`src/rtl/modn_counter.sv`:
```
// Modulo-N up/down counter digit with load clamping, wrap/stop modes and a
// sticky done flag; digits cascade through tc -> enable.
module modn_counter #(
  parameter int WIDTH       = 4,
  parameter int MODULUS     = 6,
  parameter int RESET_VALUE = 0
) (
  input  logic             clock,
  input  logic             clrn,
  input  logic             loadn,
  input  logic [WIDTH-1:0] data,
  input  logic             enable,
  input  logic             up,
  input  logic             wrap,
  output logic [WIDTH-1:0] count,
  output logic             tc,
  output logic             zero,
  output logic             at_max,
  output logic             done
);

  // MODULUS-1 fits in WIDTH bits even when MODULUS == 2**WIDTH.
  localparam logic [WIDTH-1:0] TOP   = WIDTH'(MODULUS - 1);
  localparam logic [WIDTH-1:0] RSTV  = WIDTH'(RESET_VALUE);
  localparam logic [WIDTH-1:0] ONE   = WIDTH'(1);
  localparam logic [WIDTH-1:0] ZEROV = '0;

  generate
    if (MODULUS < 2 || MODULUS > (1 << WIDTH) || RESET_VALUE < 0 ||
        RESET_VALUE >= MODULUS) begin : g_bad_params
      $error("modn_counter: illegal MODULUS/RESET_VALUE for this WIDTH");
    end
  endgenerate

  logic [WIDTH-1:0] term;
  logic             at_term;
  logic [WIDTH-1:0] load_value;

  assign term       = up ? TOP : ZEROV;
  assign at_term    = (count == term);
  assign load_value = (data > TOP) ? TOP : data;

  assign tc     = enable & wrap & at_term;
  assign zero   = (count == ZEROV);
  assign at_max = (count == TOP);

  always_ff @(posedge clock or negedge clrn) begin
    if (!clrn) begin
      count <= RSTV;
      done  <= 1'b0;
    end else if (!loadn) begin
      count <= load_value;
      done  <= 1'b0;
    end else if (enable) begin
      if (!at_term) begin
        count <= up ? (count + ONE) : (count - ONE);
      end else if (wrap) begin
        count <= up ? ZEROV : TOP;
      end else begin
        // Stop mode: park on the terminal value and latch done.
        done <= 1'b1;
      end
    end
  end

endmodule

```
`config.mk`:
```
export PLATFORM = sky130hd
export DESIGN_NAME = modn_counter
export DESIGN_NICKNAME = d
export VERILOG_FILES = /design/src/rtl/modn_counter.sv
export SDC_FILE = /design/constraint.sdc
export NUM_CORES = 1
export LEC_CHECK = 0
export BUFFER_PORTS_ARGS = -buffer_cell sky130_fd_sc_hd__buf_2
export CAP_MARGIN = 20
export CORE_AREA = 8 8 45 47
export CTS_CLUSTER_SIZE = 14
export DETAILED_ROUTE_END_ITERATION = 8
export DIE_AREA = 0 0 53 55
export GPL_TIMING_DRIVEN = 0
export PLACE_DENSITY = 0.57
export SYNTH_ARGS = -nofsm -noshare
export SYNTH_HDL_FRONTEND = slang
export SYNTH_SLANG_ARGS = --single-unit
```
`constraint.sdc`:
```
create_clock -name clock -period 1.85 [get_ports clock]
set_input_delay 0.0925 -clock clock [delete_from_list [all_inputs] [get_ports clock]]
set_output_delay 0.0925 -clock clock [all_outputs]
set_load 0.02 [all_outputs]
```
==> results of run 1 <==
[final cells by class]
type / instances / area (sq um)
fill: 167 / 840
sequential: 5 / 126
inverter: 6 / 22.5
multi-input combinational: 34 / 254
clock buffer: 4 / 26.3
tap: 16 / 20.0
timing repair buffer: 18 / 95.1
[layout by cell type, fill, tap and decap left out]
cell type | synthesis | final
o21ai_0 | 2 | 2
a41oi_2 | 1 | 1
buf_2 | 0 | 17
nor3_1 | 2 | 2
clkbuf_1 | 0 | 1
o41ai_1 | 1 | 1
dlygate4sd3_1 | 0 | 1
a31oi_1 | 1 | 1
dfrtp_1 | 5 | 4
a211oi_1 | 3 | 3
clkbuf_4 | 0 | 3
nand3_1 | 1 | 1
o22ai_1 | 1 | 1
a311oi_1 | 1 | 1
dfrtp_2 | 0 | 1
nor2_1 | 2 | 2
a21oi_1 | 3 | 3
nor4_1 | 1 | 1
a22o_1 | 1 | 1
inv_1 | 6 | 6
ha_1 | 2 | 2
and3_2 | 2 | 2
a2111oi_0 | 1 | 1
nand2_1 | 2 | 2
xnor2_1 | 2 | 2
nand2b_1 | 1 | 1
o31ai_1 | 1 | 1
and3_1 | 1 | 1
and4_1 | 1 | 1
fa_1 | 1 | 1
[path summary, 6_finish.rpt]
check,startpoint,slack [ns],to
worst min-delay path,data[1],0.09,count[1]
worst max-delay path,count[2],0.11,tc
worst max register to register,count[0],0.13,count[2]
min in group asynchronous,clrn,0.19,count[2]
max in group asynchronous,clrn,1.51,count[0]
worst min register to register,done,0.50,done
[logic make-up after synthesis]
kind of cell | Yosys count | share of synthesized area (%)
AOI/OAI and AO/OA | 16 | 29.6
and+or+nand+nor | 13 | 18.1
buffers and inverters | 6 | 5.61
DFF | 5 | 31.2
adders and majority gates | 3 | 11.2
xor gates and xnor gates | 2 | 4.36
[cell usage after synthesis]
cell       instances  area, sq um
and4_1             1         8.76
fa_1               1         20.0
and3_2             2         15.0
o31ai_1            1         7.51
a22o_1             1         8.76
a31oi_1            1         6.26
nand2_1            2         7.51
nand3_1            1         5.00
a2111oi_0          1         8.76
ha_1               2         25.0
o21ai_0            2         10.0
o22ai_1            1         6.26
dfrtp_1            5          125
and3_1             1         6.26
a311oi_1           1         8.76
nor2_1             2         7.51
nand2b_1           1         6.26
nor3_1             2         10.0
a41oi_2            1         16.3
o41ai_1            1         8.76
xnor2_1            2         17.5
a21oi_1            3         15.0
a211oi_1           3         22.5
nor4_1             1         6.26
inv_1              6         22.5
[power by group through the flow]
stage / logic [uW] / registers, uW / clock network, uW
after floorplan: 135 / 173 / 0
after global placement: 224 / 159 / 0
after detailed placement: 228 / 158 / 0
after CTS: 230 / 157 / 130
after global routing: 250 / 161 / 143
final: 229 / 157 / 123
[state kept, by name, indices dropped and copies added, names as in the netlist]
| register | flops |
|---|---|
| count | 4 |
| done | 1 |
[through the flow]
stage               util [%]  power [uW]  hold slack (ns)  std cells  worst slack (ns)
finish                  39.3         509           0.0939         83             0.114
global route            39.3         554           0.0864         83            0.0117
CTS                     39.2         516           0.0902         83            0.0533
detailed placement      36.6         386          -0.0888         78            0.0751
global placement        36.6         383          -0.0912         78            0.0976
floorplan                  -         308           -0.203         45             0.135
[worst max-delay path, cell delays in order (launching register included)]
cell and delay [ns]:
dfrtp_1 0.42, ha_1 0.43, and3_2 0.25, and3_1 0.15
buf_2 0.15
[timing repair]
| item | in CTS | in global routing |
|---|---|---|
| buffers inserted | 0 | 0 |
| setup endpoints to repair | 0 | 1 |
| endpoints found under the hold margin | 5 | 0 |
| gates resized for setup | 0 | 1 |
| hold buffers | 1 | 0 |
[per-layer routing]
layer,share of wire (%),wire length [um],vias up
li1,-,-,218
met1,43,467,199
met2,45,496,18
met3,12,129,0
met4,0,0,0
met5,0,0,-
==> results.cfg, run 1 <==
[grt]
busiest_layer = met2
grt_pass1_wl_mm = 1.68
grtUsageMet1_pct = 8.58
grt_overflow_total = 0
grt_max_degree = 8
grt_util_met2_pct = 12.3
antenna_found_initial = 0
met3_usage_pct = 4.81
grt_pass1_vias = 405
grt_use_total_pct = 7.73

[layout]
layout.nets = 81
antenna_cells = 0
drive_above_1_share_pct = 35.8
areaGrowthSynthToFinish_pct = 35.5
finish.instance_area_sq_um = 544

[detailed_routing]
drt-vias-per-instance = 5.24
first_pass_iters = 4
drc_errors = 0
post_drt_wl_per_cell_um = 13.2
vias = 435
drt_iter0_markers = 6
drtAntennaViolNets = 0
routed_wirelength_mm = 1.09

[logic_synthesis]
syn_inst = 45
ys_ff_latch = 5
synth.avg_cell_area_sq_um = 8.93
ys_types = 25
ys_seq_area_share_pct = 31.2
syn-cell-area_sq_um = 402
syn_nets = 58
yosys_warnings = 0

[die]
chipWidth_um = 53
die_h_um = 55
start_util_pct = 29.0
fp.dieArea_sq_um = 2920
num_rows = 14
ioPinCount = 18
core-area_sq_um = 1380

[critical_path]
critPathLaunchType = flip-flop
cp.required_ns = 1.76
worst_ep_arrival_time_ns = 1.64
ff2ff_path_depth = 5
critPathCaptureType = output port
path_class = flip-flop to output port
crit_fanout = 7

[clocking]
insertion_delay_ns = 0.24
htreeDepth = 1
cts_tree = yes
clock-sinks = 5
clockRootBuffer = clkbuf_4
cts_buffer_depth = 2
cts_buffers = 3
path_clk_slew_ns = 0.04

[placement]
dp_hpwl_um = 900
portBuffers = 17
post_dp_cell_area_sq_um = 507
gp_congestion = 0.762

[sta]
maxSlewViolCount = 0
period_share_pct = 93.8
clock_skew_ns = 0.00269
tightestPinTransition_ns = 0.358
fmaxAchievable_mhz = 576
slew_headroom_pct = 75.5
rsz0062_at_grt = no
hold_viol_final = 0
setup_tns_ns = 0
fin_crit_ns = 1.74
setup_viol = 0

[worst_hold_path]
min_path_cells = 2
hold_path.class = input port to flip-flop

[outcome]
run_status = finished clean

[power_and_ir_drop]
pwr-share-comb_pct = 44.9
switchingPower_uw = 206
power_frac_seq_pct = 30.8
p_int_uw = 303
vdd_drop_max_mv = 0.591
p_leak_uw = 0.000265
sw_frac_of_total_pct = 40.4
pwr-share-clk_pct = 24.2
p_per_area_nw_per_um2 = 935

[run]
max_cap_violations = 0
Power figures use the tool's default switching activity.
==> inputs of run 2 (changes only) <==
ABC_CLOCK_PERIOD_IN_PS = 1600   (was not set)
clock period = 1.6 ns   (was 1.85 ns; I/O delays follow)
==> results.cfg, run 2 (synthesis results as in run 1) <==
[sta]
clock_skew_ns = 0.00459
tightestPinTransition_ns = 0.386
holdWs_ns = 0.0768
fmaxAchievable_mhz = 619
setup_slack_ns = -0.0146
setup_tns_ns = -0.0146
setup_viol = 1
slew_headroom_pct = 73.6
period_share_pct = 101
maxSlewViolCount = 0
fin_crit_ns = 1.61
hold_viol_final = 0
rsz0062_at_grt = yes

[layout]
largestRegisters = count (4), done (1)
layout_common_cells = buf_2, buf_4, inv_1
fill_cells = 136
drive_above_1_share_pct = 59.5
finish.instance_area_sq_um = 662
largest_reg_flops = 4
antenna_cells = 0
areaGrowthSynthToFinish_pct = 64.8
regMostFlops = count
layout.nets = 88
final_common_cell = buf_2

[clocking]
clockRootBuffer = clkbuf_4
path_clk_slew_ns = 0.04
cts_tree = yes
clock-sinks = 5
cts_buffers = 3
htreeDepth = 1
cts_buffer_depth = 2
insertion_delay_ns = 0.24

[die]
num_rows = 14
die_h_um = 55
start_util_pct = 29.0
core-area_sq_um = 1380
chipWidth_um = 53
fp.dieArea_sq_um = 2920
ioPinCount = 18

[critical_path]
crit_fanout = 4
r2r-start = count[1]
worst_ep_arrival_time_ns = 1.77
critPathCaptureType = flip-flop
regToRegSetupSlack_ns = -0.01
crit_start = count[1]
cp.required_ns = 1.75
critPathLaunchType = flip-flop
path_class = flip-flop to flip-flop

[power_and_ir_drop]
vdd_drop_max_mv = 0.529
total_power_uw = 702
p_leak_uw = 0.000309
p_per_area_nw_per_um2 = 1060

[detailed_routing]
vias = 470
routed_wirelength_mm = 1.26
drt-vias-per-instance = 5.22
first_pass_iters = 4
post_drt_wl_per_cell_um = 14.0
drt_iter0_markers = 4
drc_errors = 0
drtAntennaViolNets = 0

[run]
max_cap_violations = 0

[outcome]
run_status = complete, but fails checks
violations = negative setup slack

[grt]
antenna_found_initial = 0
grt_use_total_pct = 9.15
grt_overflow_total = 0
grt_max_degree = 8
grt_pass1_wl_mm = 1.96
grt_pass1_vias = 441

[placement]
post_dp_cell_area_sq_um = 519
dp_hpwl_um = 925
gp_congestion = 0.742
portBuffers = 17

[worst_hold_path]
hold_path.class = input port to flip-flop
hp-start = data[1]
## run 2: changes by cell type in the layout (fill, tap and decap cells not counted), sizes merged
cell,before,now
buf,17,24
## run 2: path summary, 6_finish.rpt
path	depth (start not counted)	end
max	5	count[2]
min	2	count[1]
max reg2reg	5	count[2]
min reg2reg	2	done
max in group asynchronous	2	count[1]
min in group asynchronous	2	count[3]
## run 2: per-stage QoR
step                      worst slack, ns  std cells  utilization [%]
final                             -0.0146         90             47.8
after global routing               -0.116         90             47.8
after CTS                        -0.00730         87             43.7
after detailed placement          -0.0616         78             37.5
after global placement            -0.0561         78             37.5
after floorplan                   0.00671         45                -
## run 2: cell type report
type                    count  area (sq um)  share of cell area, %
clock buffers               4          26.3                   3.97
well taps                  16          20.0                   3.02
flip-flops and latches      5           129                   19.5
repair buffers             25           150                   22.7
inverters                   6          22.5                   3.40
multi-input cells          34           314                   47.4
## run 2: worst max-delay path, cell delays in order, from the launching register on
cell and delay (ns):
dfrtp_2 0.39, inv_2 0.06, fa_2 0.39, o41ai_4 0.34, a211oi_2 0.12, a211oi_2 0.23
## run 2: repair_timing
item | in CTS | in global routing
pin swaps | 1 | 4
setup buffers | 4 | 3
endpoints found under the setup margin | 2 | 3
resized for setup | 5 | 7
endpoints found under the hold margin | 5 | 0
hold buffers | 1 | 0
## run 2: report_power, final
group | switching, uW | total, uW | internal [uW]
Combinational | 195 | 372 | 177
Sequential | 35.6 | 186 | 150
Clock | 49.8 | 144 | 94.2
## run 2: per-layer routing
layer	GRT usage (%)	part of all wire [%]	up-vias
li1	-	-	235
met1	10.7	43	216
met2	14.6	47	19
met3	5.88	9.6	0
met4	0	0	0
met5	0	0	-
